[src/rtl/mem_lsu.sv]
// Load/store unit between EX/MEM and MEM/WB. It handles one data-memory access at a time, with a bounded ack wait.
// ALU-only and malformed requests complete in one cycle without touching memory.
module mem_lsu #(
  parameter int DW      = 32,
  parameter int TIMEOUT = 255
) (
  input  logic          clk,
  input  logic          rst_n,
  input  logic          req_valid,
  output logic          req_ready,
  input  logic          mem_read,
  input  logic          mem_write,
  input  logic [2:0]    funct3,
  input  logic [DW-1:0] addr,
  input  logic [DW-1:0] wdata,
  input  logic [1:0]    wb_in,
  output logic          dm_req,
  output logic          dm_we,
  output logic [3:0]    dm_be,
  output logic [DW-1:0] dm_addr,
  output logic [DW-1:0] dm_wdata,
  input  logic          dm_ack,
  input  logic [DW-1:0] dm_rdata,
  output logic          out_valid,
  output logic [1:0]    wb_out,
  output logic [DW-1:0] addr_out,
  output logic [DW-1:0] rdata_out,
  output logic          err
);

  typedef enum logic {IDLE, WAIT} state_t;

  state_t        state, state_nxt;
  logic [7:0]    cnt;
  logic [2:0]    f3_q;
  logic [DW-1:0] addr_q;
  logic [1:0]    wb_q;

  logic          is_mem, bad, f3_ok, accept, tmo;
  logic [3:0]    be_c;
  logic [DW-1:0] wdata_c, lane, load_c;

  assign is_mem = mem_read | mem_write;
  assign f3_ok  = funct3 inside {3'b000, 3'b001, 3'b010, 3'b100, 3'b101};
  assign bad    = is_mem & ((mem_read & mem_write) | !f3_ok | (mem_write & funct3[2]) |
                            ((funct3[1:0] == 2'b01) & addr[0]) |
                            ((funct3[1:0] == 2'b10) & (addr[1:0] != 2'b00)));
  assign tmo    = !dm_ack && (cnt == 8'(TIMEOUT - 1));

  always_comb begin
    be_c    = 4'b1111;
    wdata_c = wdata;
    case (funct3[1:0])
      2'b00: begin
        be_c    = 4'b0001 << addr[1:0];
        wdata_c = {(DW/8){wdata[7:0]}};
      end
      2'b01: begin
        be_c    = addr[1] ? 4'b1100 : 4'b0011;
        wdata_c = {(DW/16){wdata[15:0]}};
      end
      default: ;
    endcase
  end

  // Load lane selection uses the captured address, because the request inputs have moved on by the time the ack arrives.
  assign lane = dm_rdata >> {addr_q[1:0], 3'b000};
  always_comb begin
    load_c = dm_rdata;
    case (f3_q)
      3'b000:  load_c = {{(DW-8){lane[7]}}, lane[7:0]};
      3'b100:  load_c = {{(DW-8){1'b0}}, lane[7:0]};
      3'b001:  load_c = {{(DW-16){lane[15]}}, lane[15:0]};
      3'b101:  load_c = {{(DW-16){1'b0}}, lane[15:0]};
      default: ;
    endcase
  end

  always_ff @(posedge clk or negedge rst_n)
    if (!rst_n) state <= IDLE;
    else        state <= state_nxt;

  always_comb begin
    state_nxt = state;
    req_ready = 1'b0;
    accept    = 1'b0;
    case (state)
      IDLE: begin
        req_ready = 1'b1;
        accept    = req_valid;
        if (req_valid && is_mem && !bad) state_nxt = WAIT;
      end
      WAIT: if (dm_ack || tmo) state_nxt = IDLE;
      default: state_nxt = IDLE;
    endcase
  end

  always_ff @(posedge clk or negedge rst_n) begin
    if (!rst_n) begin
      cnt       <= '0;
      f3_q      <= '0;
      addr_q    <= '0;
      wb_q      <= '0;
      dm_req    <= 1'b0;
      dm_we     <= 1'b0;
      dm_be     <= '0;
      dm_addr   <= '0;
      dm_wdata  <= '0;
      out_valid <= 1'b0;
      wb_out    <= '0;
      addr_out  <= '0;
      rdata_out <= '0;
      err       <= 1'b0;
    end else begin
      out_valid <= 1'b0;
      if (accept) begin
        if (!is_mem || bad) begin
          out_valid <= 1'b1;
          wb_out    <= bad ? 2'b00 : wb_in;
          addr_out  <= addr;
          rdata_out <= '0;
          err       <= bad;
        end else begin
          dm_req   <= 1'b1;
          dm_we    <= mem_write;
          dm_be    <= be_c;
          dm_addr  <= {addr[DW-1:2], 2'b00};
          dm_wdata <= wdata_c;
          f3_q     <= funct3;
          addr_q   <= addr;
          wb_q     <= wb_in;
          cnt      <= '0;
        end
      end else if (state == WAIT) begin
        // An ack wins over an expiring timeout in the same cycle.
        if (dm_ack || tmo) begin
          dm_req    <= 1'b0;
          out_valid <= 1'b1;
          wb_out    <= dm_ack ? wb_q : 2'b00;
          addr_out  <= addr_q;
          rdata_out <= (dm_ack && !dm_we) ? load_c : '0;
          err       <= !dm_ack;
        end else begin
          cnt <= cnt + 8'd1;
        end
      end
    end
  end

endmodule

[config.mk]
export PLATFORM = sky130hd
export DESIGN_NAME = mem_lsu
export DESIGN_NICKNAME = d
export VERILOG_FILES = /design/src/rtl/mem_lsu.sv
export SDC_FILE = /design/constraint.sdc
export NUM_CORES = 1
export LEC_CHECK = 0
export CAP_MARGIN = 10
export CORE_MARGIN = 2
export CORE_UTILIZATION = 45
export DETAILED_ROUTE_END_ITERATION = 10
export GPL_TIMING_DRIVEN = 0
export PLACE_DENSITY = 0.79
export SLEW_MARGIN = 20
export SYNTH_ARGS = -nofsm -noshare
export SYNTH_HDL_FRONTEND = slang
export SYNTH_SLANG_ARGS = --single-unit
[constraint.sdc]
create_clock -name clk -period 5.6 [get_ports clk]
set_input_delay 1.12 -clock clk [delete_from_list [all_inputs] [get_ports clk]]
set_output_delay 1.12 -clock clk [all_outputs]
set_load 0.005 [all_outputs]
* Word level (Yosys, flattened, before mapping) *
Cells that the tools add are included.

word-level totals
  flip-flop bits (word level) = 182
  latch bits = 0
  RAM bits = 0
  memory bits (read-only) = 0
  input bits = 107
  output and inout port bits = 139
  word-level logic and storage cells = 105
  memories kept = 0

operators by class
  add/subtract/negate cells = 1
  multipliers = 0
  divide/modulo/power cells = 0
  $lt $le $gt $ge = 0
  equal/unequal tests = 13
  shifts and indexed selects = 2
  multiplexer cells = 40
  bitwise gates (word level) = 12
  reductions and logical operators = 22

operators with widths
  operator             number
  $mux 32              9
  $pmux 32 s4          1
  $pmux 32 s2          1
  $mux 8               4
  $shr 32x5->16        1
  $mux 1               16
  $eq 3x3->1 const B   4
  $mux 2               6
  $reduce_and 3->1     3
  $add 8x1->8 const B  1
  $eq 8x8->1 const B   1
  $pmux 4 s2           1
  $eq 3x1->1 const B   2
  $logic_not 3->1      2
  $reduce_bool 2->1    3
  $and 1x1->1          5
  $logic_not 1->1      5
  $or 1x1->1           5
  $reduce_bool 5->1    1
  $logic_and 1x1->1    4
  $mux 4               1
  $ne 2x2->1 const B   2
  $shl 1x2->4 const A  1
  $eq 3x2->1 const B   1
  other kinds (8)      10

* Longest topological paths before layout *
Gate-level depths: netlist of the first run.

  word-level depth = 12
  depth in mapped cells = 8
  gate-level depth less buffers = 6

* Worst setup path before layout of the first run *
OpenSTA, ideal clock, no wires.

  kind = input-to-reg
  start = input port funct3[0]
  end = register addr_out[0]
  library setup time = 0.125 ns
  arrival = 2.477 ns
  required time = 5.475 ns
  path slack = 2.998 ns
  cell stages on the path = 6
  path buffers = 2
  cells stage by stage = buf_2 > nor4_2 > o22ai_1 > a21oi_2 > buf_4 > mux2_2

between the ends
  word-level cells in the longest chain between the ends = 11
  elaborated cells between the ends (all ways) = 19
  those cells by class = 7 x eq/ne; 7 x bitwise; 5 x reduce/logical

RTL lines
  what                                RTL line  text
  start: declaration                  13        input logic [2:0] funct3,
  $eq 3x1->1 (tied with other cells)  44        assign f3_ok = funct3 inside {3'b000, 3'b001, 3'b010, 3'b100, 3'b101};
  $reduce_bool 5->1                   44
  $logic_not 1->1                     45        assign bad = is_mem & ((mem_read & mem_write) | !f3_ok | (mem_write & funct3[2]) |
  $or 1x1->1 (3 in series)            45
  $or 1x1->1 *                        46        ((funct3[1:0] == 2'b01) & addr[0]) |
  $and 1x1->1 *                       45
  $logic_or 1x1->1 *                  117       if (!is_mem || bad) begin
  $ne 2x1->1 (no line) *              n/a
  $reduce_and 3->1 (no line) *        n/a
  end signal: assignment              120       addr_out <= addr;
  end signal: assignment              140       addr_out <= addr_q;
  end: declaration                    26        output logic [DW-1:0] addr_out,

Every way passes the cells marked *; elsewhere a longest branch is shown, timed or not.
A chain may end at the register's enable or synchronous reset.

* Worst setup path after layout of the first run *
  start = input port addr[0]
  end = register rdata_out[1]

between the ends
  word-level cells in the longest chain between the ends = 7
  elaborated cells between the ends (all ways) = 9
  those cells by class = 1 x eq/ne; 5 x bitwise; 3 x reduce/logical

RTL lines
  what                                              RTL line  text
  start: declaration                                14        input logic [DW-1:0] addr,
  $and 1x1->1 or $reduce_bool 2->1 (tied branches)  46, 47
  $or 1x1->1 or $and 1x1->1 (tied branches)         45, 47
  $or 1x1->1 *                                      46
  $and 1x1->1 *                                     45
  $logic_or 1x1->1 *                                117
  $ne 2x1->1 (no line) *                            n/a
  $reduce_and 3->1 (no line) *                      n/a
  end signal: assignment                            141       rdata_out <= (dm_ack && !dm_we) ? load_c : '0;
  end: declaration                                  27        output logic [DW-1:0] rdata_out,

Marks and branches as above.

==> results of run 1 <==
-- cell usage after synthesis (8+ instances only) --
master	instances	share of area
mux2_2	75	0.11
o211ai_1	11	0.011
and3_1	8	0.0066
buf_2	10	0.0066
inv_1	18	0.0089
nand2b_1	19	0.016
nand2_1	141	0.070
a21oi_1	18	0.012
clkbuf_1	24	0.012
o21ai_0	40	0.026
mux2i_1	46	0.061
o221ai_1	8	0.0093
buf_4	37	0.037
a32o_1	16	0.021
dfrtp_1	152	0.50
nor2_1	12	0.0059
-- layout by cell type (no fill, tap or decap), drive strengths merged, types with 3 or more instances in the layout --
cell type	count
a32o	16
inv	18
mux2i	46
nand2	141
o31ai	4
clkinv	3
buf	57
or3	3
clkbuf	50
nor3	4
o221ai	8
and3	8
clkdlybuf4s50	241
o211ai	11
mux2	78
nand3	7
a2bb2oi	7
o21ai	42
nand2b	19
dfrtp	152
nor2b	6
nor2	12
a21oi	19
a221o	7
-- power by group --
part           leakage, nW  switching, mW  internal [mW]
logic                 2.64          0.483          0.771
registers             1.92          0.157           1.34
clock network        0.258          0.421          0.628
total                 4.82           1.06           2.74
-- area by class of cell --
cell class	count	area (um^2)	area share
Clock buffer	26	479.2	0.04425
Buffer	79	470.5	0.04344
Sequential cell	152	3804	0.3512
Timing Repair Buffer	243	2455	0.2267
Inverter	18	67.56	0.006238
Clock inverter	4	45.04	0.004159
Multi-Input combinational cell	464	3234	0.2986
Tap cell	220	275.3	0.02542
-- worst max-delay path by stage --
stage / start / end / slack, ps / cells past startpoint
floorplan: funct3[0] / addr_out[0]$_DFFE_PN0P_ / 3000 / 6
global placement: rst_n / rdata_out[28]$_DFFE_PN0P_ / -2910 / 1
detailed placement: addr[0] / dm_wdata[5]$_DFFE_PN0P_ / 2180 / 6
CTS: addr[0] / dm_wdata[0]$_DFFE_PN0P_ / 2630 / 6
global route: addr[0] / rdata_out[1]$_DFFE_PN0P_ / 2480 / 7
finish: addr[0] / rdata_out[1]$_DFFE_PN0P_ / 2610 / 7
-- per-layer routing --
metal  up-vias  global-route usage  share of wire
li1       2990                   -              -
met1      3048              0.3116           0.42
met2       211              0.4145           0.49
met3        26             0.07648          0.073
met4         0             0.07801          0.017
met5         -                   0              0
-- per-stage QoR --
step,TNS [ps],util,instance area (um^2),total power [mW]
finish,0,0.6554,10830,3.798
CTS,0,0.6554,10830,3.830
floorplan,0,-,7576,2.049
global placement,-440760,0.6217,10270,2.741
detailed placement,0,0.6237,10310,2.773
global route,0,0.6554,10830,4.000
-- worst max-delay path: stages --
cell and delay (ps):
clkdlybuf4s50_1 560, a21oi_1 440, o22ai_1 250, a21oi_2 260, buf_4 260, buf_6 190, mux2i_1 230
-- flip-flops by register name, summed over array words and instances, names as in the netlist, 2 cells and up --
register and flops:
addr_out 32, addr_q 32, cnt 8, dm_be 4
dm_wdata 32, f3_q 3, rdata_out 32, wb_out 2
wb_q 2
-- cell families after synthesis --
family                   Yosys count  synth area share
flip-flops                       152            0.5023
AND/OR/NAND/NOR                  213            0.1266
adder cells (fa/ha/maj)            2          0.003304
other                              1         0.0004952
AO/OA/AOI/OAI                    122            0.1165
multiplexers                     125            0.1798
buffers and inverters             97           0.07105
==> flow_metrics.tcl, run 1 <==
set metrics [dict create \
    die_area_um2 17880 \
    finalWorstSetupSlack_ps 2615 \
    hp-class "flip-flop to flip-flop" \
    die_x_um 133.7 \
    crit_fanout 10 \
    post_cts_buffers 0 \
    grt.overflow.total 0 \
    total_leakage_power_nw 4.816 \
    antennaDiodeCount 0 \
    syn_inst 712 \
    gp_congestion 0.8382 \
    arrival_ps 3320 \
    firstDrtPassIters 4 \
    portBuffers 242 \
    clock_sinks 152 \
    synth_ff_type "dfrtp_1" \
    maxSlewHeadroom 0.3685 \
    h-tree-depth 4 \
    reg2reg_slack_ps 3380 \
    holdPathStages 2 \
    final_max_slew_viol_count 0 \
    criticalPathCategory "input port to flip-flop" \
    die_h_um 133.7 \
    crit_required_ps 5930 \
    nets 1084 \
    worst_hold_slack_ps 480.5 \
    yosysWarnings 0 \
    fillCellCount 1355 \
    ff2ff_path_depth 7 \
    vias 6275 \
    grt_pass1_wl_mm 34.63 \
    antenna_found_initial 0 \
    rows 47 \
    wire_per_inst_um 18.07 \
    fin_crit_sh 0.5331 \
    cp-end-kind "flip-flop" \
    fin_crit_ps 2985 \
    yosysSeqAreaShare 0.5023 \
    synth_cell_types 49 \
    final_cell_count_no_fill 1206 \
    async_flop_share 1.000 \
    drt_iter0_drc 418 \
    cts.clk_slew.worst_paths_ps 60 \
    ys_seq_elements 152 \
    cts-resized-gates 0 \
    synth-edff-count 0 \
    dp_cells 1176 \
    status "completed" \
    cts_made_buffers 17 \
    cts_tree "yes" \
    wl_mm 21.79 \
    grt_pass1_vias 6454 \
    cap_violations 0 \
    pre_cts_ws_ps 2182 \
    core_um2 16520 \
    start_util 0.4582 \
    min-delay-start "dm_wdata[24]$_DFFE_PN0P_" \
    final-hold-violation-count 0 \
    clock.fmax_mhz 335.0 \
    hold_buffers 0 \
    start_kind "input port" \
    dp_hpwl_mm 16.31 \
    pin_count 246 \
    worstMarginPinSlew_ps 943.7 \
    cts_buffer_depth 2 \
    drc_errors 0 \
    synth_area_um2 7572 \
    final-setup-viol-count 0 \
    avgViaCountPerCell 5.203 \
    timing.rr.start "state$_DFF_PN0_" \
    min_to "dm_wdata[24]$_DFFE_PN0P_" \
    area_growth_pct 43.03 \
    grt_use_total 0.2491 \
    reg2reg_to "dm_wdata[0]$_DFFE_PN0P_" \
    grt_max_degree 84 \
    powerDensity_nw_per_um2 350.6 \
    drive_gt1_frac 0.1592 \
    irDropWorstVdd_v 0.0002395 \
    cts_root_buf "clkbuf_16" \
    clock_latency_ps 420 \
    syn_area_per_cell_um2 10.64 \
    ant_nets 0 \
    rsz0062_at_grt "false" \
    fin_worst_skew_ps 10.92 \
]
No activity file was read; power rests on OpenSTA's default activity.
==> run 2: changes to the inputs <==
--- a/config.mk
+++ b/config.mk
@@ -7,10 +7,10 @@
 export LEC_CHECK = 0
 export CAP_MARGIN = 10
 export CORE_MARGIN = 2
-export CORE_UTILIZATION = 45
+export CORE_UTILIZATION = 42
 export DETAILED_ROUTE_END_ITERATION = 10
 export GPL_TIMING_DRIVEN = 0
-export PLACE_DENSITY = 0.79
+export PLACE_DENSITY = 0.78
 export SLEW_MARGIN = 20
 export SYNTH_ARGS = -nofsm -noshare
 export SYNTH_HDL_FRONTEND = slang
==> constraint.sdc (replaced) <==
create_clock -name clk -period 2.7 [get_ports clk]
set_input_delay 0.54 -clock clk [delete_from_list [all_inputs] [get_ports clk]]
set_output_delay 0.54 -clock clk [all_outputs]
set_load 0.005 [all_outputs]
==> run 2 against run 1 <==
Against the previous run: via count grew 1.3%; flip-flop and latch count unchanged; combinational power is 110% higher; highest routed layer unchanged.
==> flow_metrics.tcl, run 2 (synthesis results as in run 1) <==
set metrics [dict create \
    ant_nets 0 \
    cts_root_buf "clkbuf_16" \
    nets 1084 \
    fin_worst_skew_ps 9.452 \
    cpPeakStageDelay_ps 570 \
    rows 49 \
    crit_fanout 10 \
    antenna_found_initial 0 \
    h-tree-depth 4 \
    gp_congestion 0.8340 \
    busiest_layer "met2" \
    grt_util_met3 0.07724 \
    area_growth_pct 43.99 \
    start_util 0.4244 \
    mostFrequentLayoutCells "241 x clkdlybuf4s50_1, 152 x dfrtp_1, 141 x nand2_1" \
    fin_crit_sh 0.9150 \
    status "completed" \
    cts_buffer_depth 2 \
    drc_errors 0 \
    start_kind "input port" \
    fin_util 0.6111 \
    powerDensity_nw_per_um2 741.5 \
    hold_buffers 0 \
    final-hold-violation-count 0 \
    grt_util_met2 0.3606 \
    firstDrtPassIters 5 \
    final_cell_count_no_fill 1217 \
    clock_sinks 152 \
    use_met1 0.2958 \
    drt_iter0_drc 279 \
    grt.overflow.total 0 \
    cp-end-kind "flip-flop" \
    rsz0062_at_grt "false" \
    wl_mm 21.82 \
    hp-class "input port to async pin" \
    final_common_cell "clkdlybuf4s50_1" \
    cts.clk_slew.worst_paths_ps 70 \
    crit_path_cell_trace "clkdlybuf4s50_1, a21oi_1, o22ai_1, a21oi_2, buf_4, buf_6, mux2i_1" \
    clock.fmax_mhz 404.8 \
    vias 6355 \
    cts-resized-gates 0 \
    cts_made_buffers 17 \
    final-setup-viol-count 0 \
    grt_use_total 0.2286 \
    criticalPathCategory "input port to flip-flop" \
    worstMarginPinSlew_ps 931.6 \
    pin_count 246 \
    avgViaCountPerCell 5.222 \
    grt_pass1_vias 6372 \
    final_max_slew_viol_count 0 \
    crit_required_ps 3040 \
    die_h_um 138.3 \
    clock_latency_ps 430 \
    antennaDiodeCount 0 \
    maxSlewHeadroom 0.3767 \
    arrival_ps 2810 \
    cts_tree "yes" \
    portBuffers 242 \
    total_leakage_power_nw 4.841 \
    core_um2 17840 \
    wire_per_inst_um 17.93 \
    irDropWorstVdd_v 0.0004314 \
    crit_path_top_delay_cell "clkdlybuf4s50_1" \
    grt_max_degree 83 \
    dp_hpwl_mm 16.16 \
    post_cts_buffers 0 \
    fin_crit_ps 2471 \
    dp_cells 1185 \
    grt_pass1_wl_mm 34.94 \
    cap_violations 0 \
    die_x_um 138.3 \
    die_area_um2 19120 \
    drive_gt1_frac 0.1680 \
]
run 2: area by class of cell:
cell class	count	area (um^2)
Clock inverter	14	146.4
Sequential cell	152	3804
Tap cell	229	286.5
Buffer	79	470.5
Inverter	18	67.56
Timing Repair Buffer	243	2455
Clock buffer	18	439.2
Fill cell	1505	6938
Multi-Input combinational cell	464	3234
run 2: routing by layer:
| layer | up-vias | part of all wire |
|---|---|---|
| li1 | 2987 | - |
| met1 | 3093 | 0.42 |
| met2 | 240 | 0.47 |
| met3 | 35 | 0.085 |
| met4 | 0 | 0.024 |
| met5 | - | 0 |
run 2: where the power goes:
part,internal (mW),switching [mW],total (mW),leakage (nW)
sequential,2.77,0.320,3.09,1.92
combinational,1.60,1.00,2.60,2.64
clock,1.39,1.00,2.39,0.283
run 2: path summary, 6_finish.rpt:
check	start	to	slack [ps]	cells past startpoint
worst max-delay path	addr[0]	rdata_out[0]$_DFFE_PN0P_	230	7
worst min-delay path	rst_n	dm_wdata[7]$_DFFE_PN0P_	80	1
worst max register to register	state$_DFF_PN0_	addr_q[6]$_DFFE_PN0P_	500	7
worst min register to register	dm_wdata[10]$_DFFE_PN0P_	dm_wdata[10]$_DFFE_PN0P_	480	2
max in group asynchronous	rst_n	addr_q[30]$_DFFE_PN0P_	1830	2
min in group clk	dm_wdata[10]$_DFFE_PN0P_	dm_wdata[10]$_DFFE_PN0P_	480	2
run 2: critical path, delay by kind of cell:
family | cells | cell delay, ps
AOI/OAI and AO/OA | 3 | 1030
buffers and inverters | 3 | 1030
muxes | 1 | 200
run 2: stage by stage:
step | TNS [ps] | instance area, um^2 | power (mW) | hold WS [ps] | worst slack, ps
floorplan | 0 | 7576 | 4.250 | 244.4 | 678.4
global placement | -814250 | 10280 | 5.689 | 459.3 | -5277
detailed placement | -18020 | 10320 | 5.748 | 469.2 | -200.8
CTS | 0 | 10900 | 8.157 | 121.6 | 229.1
global route | 0 | 10900 | 8.497 | 159.4 | 50.88
finish | 0 | 10900 | 8.085 | 81.91 | 229.5
==> run 3: changes to the inputs <==
--- a/config.mk
+++ b/config.mk
@@ -15,3 +15,4 @@
 export SYNTH_ARGS = -nofsm -noshare
 export SYNTH_HDL_FRONTEND = slang
 export SYNTH_SLANG_ARGS = --single-unit
+export TNS_END_PERCENT = 50
==> results of run 3 <==
Final layout, timing and power as in run 2 (identical DEF).
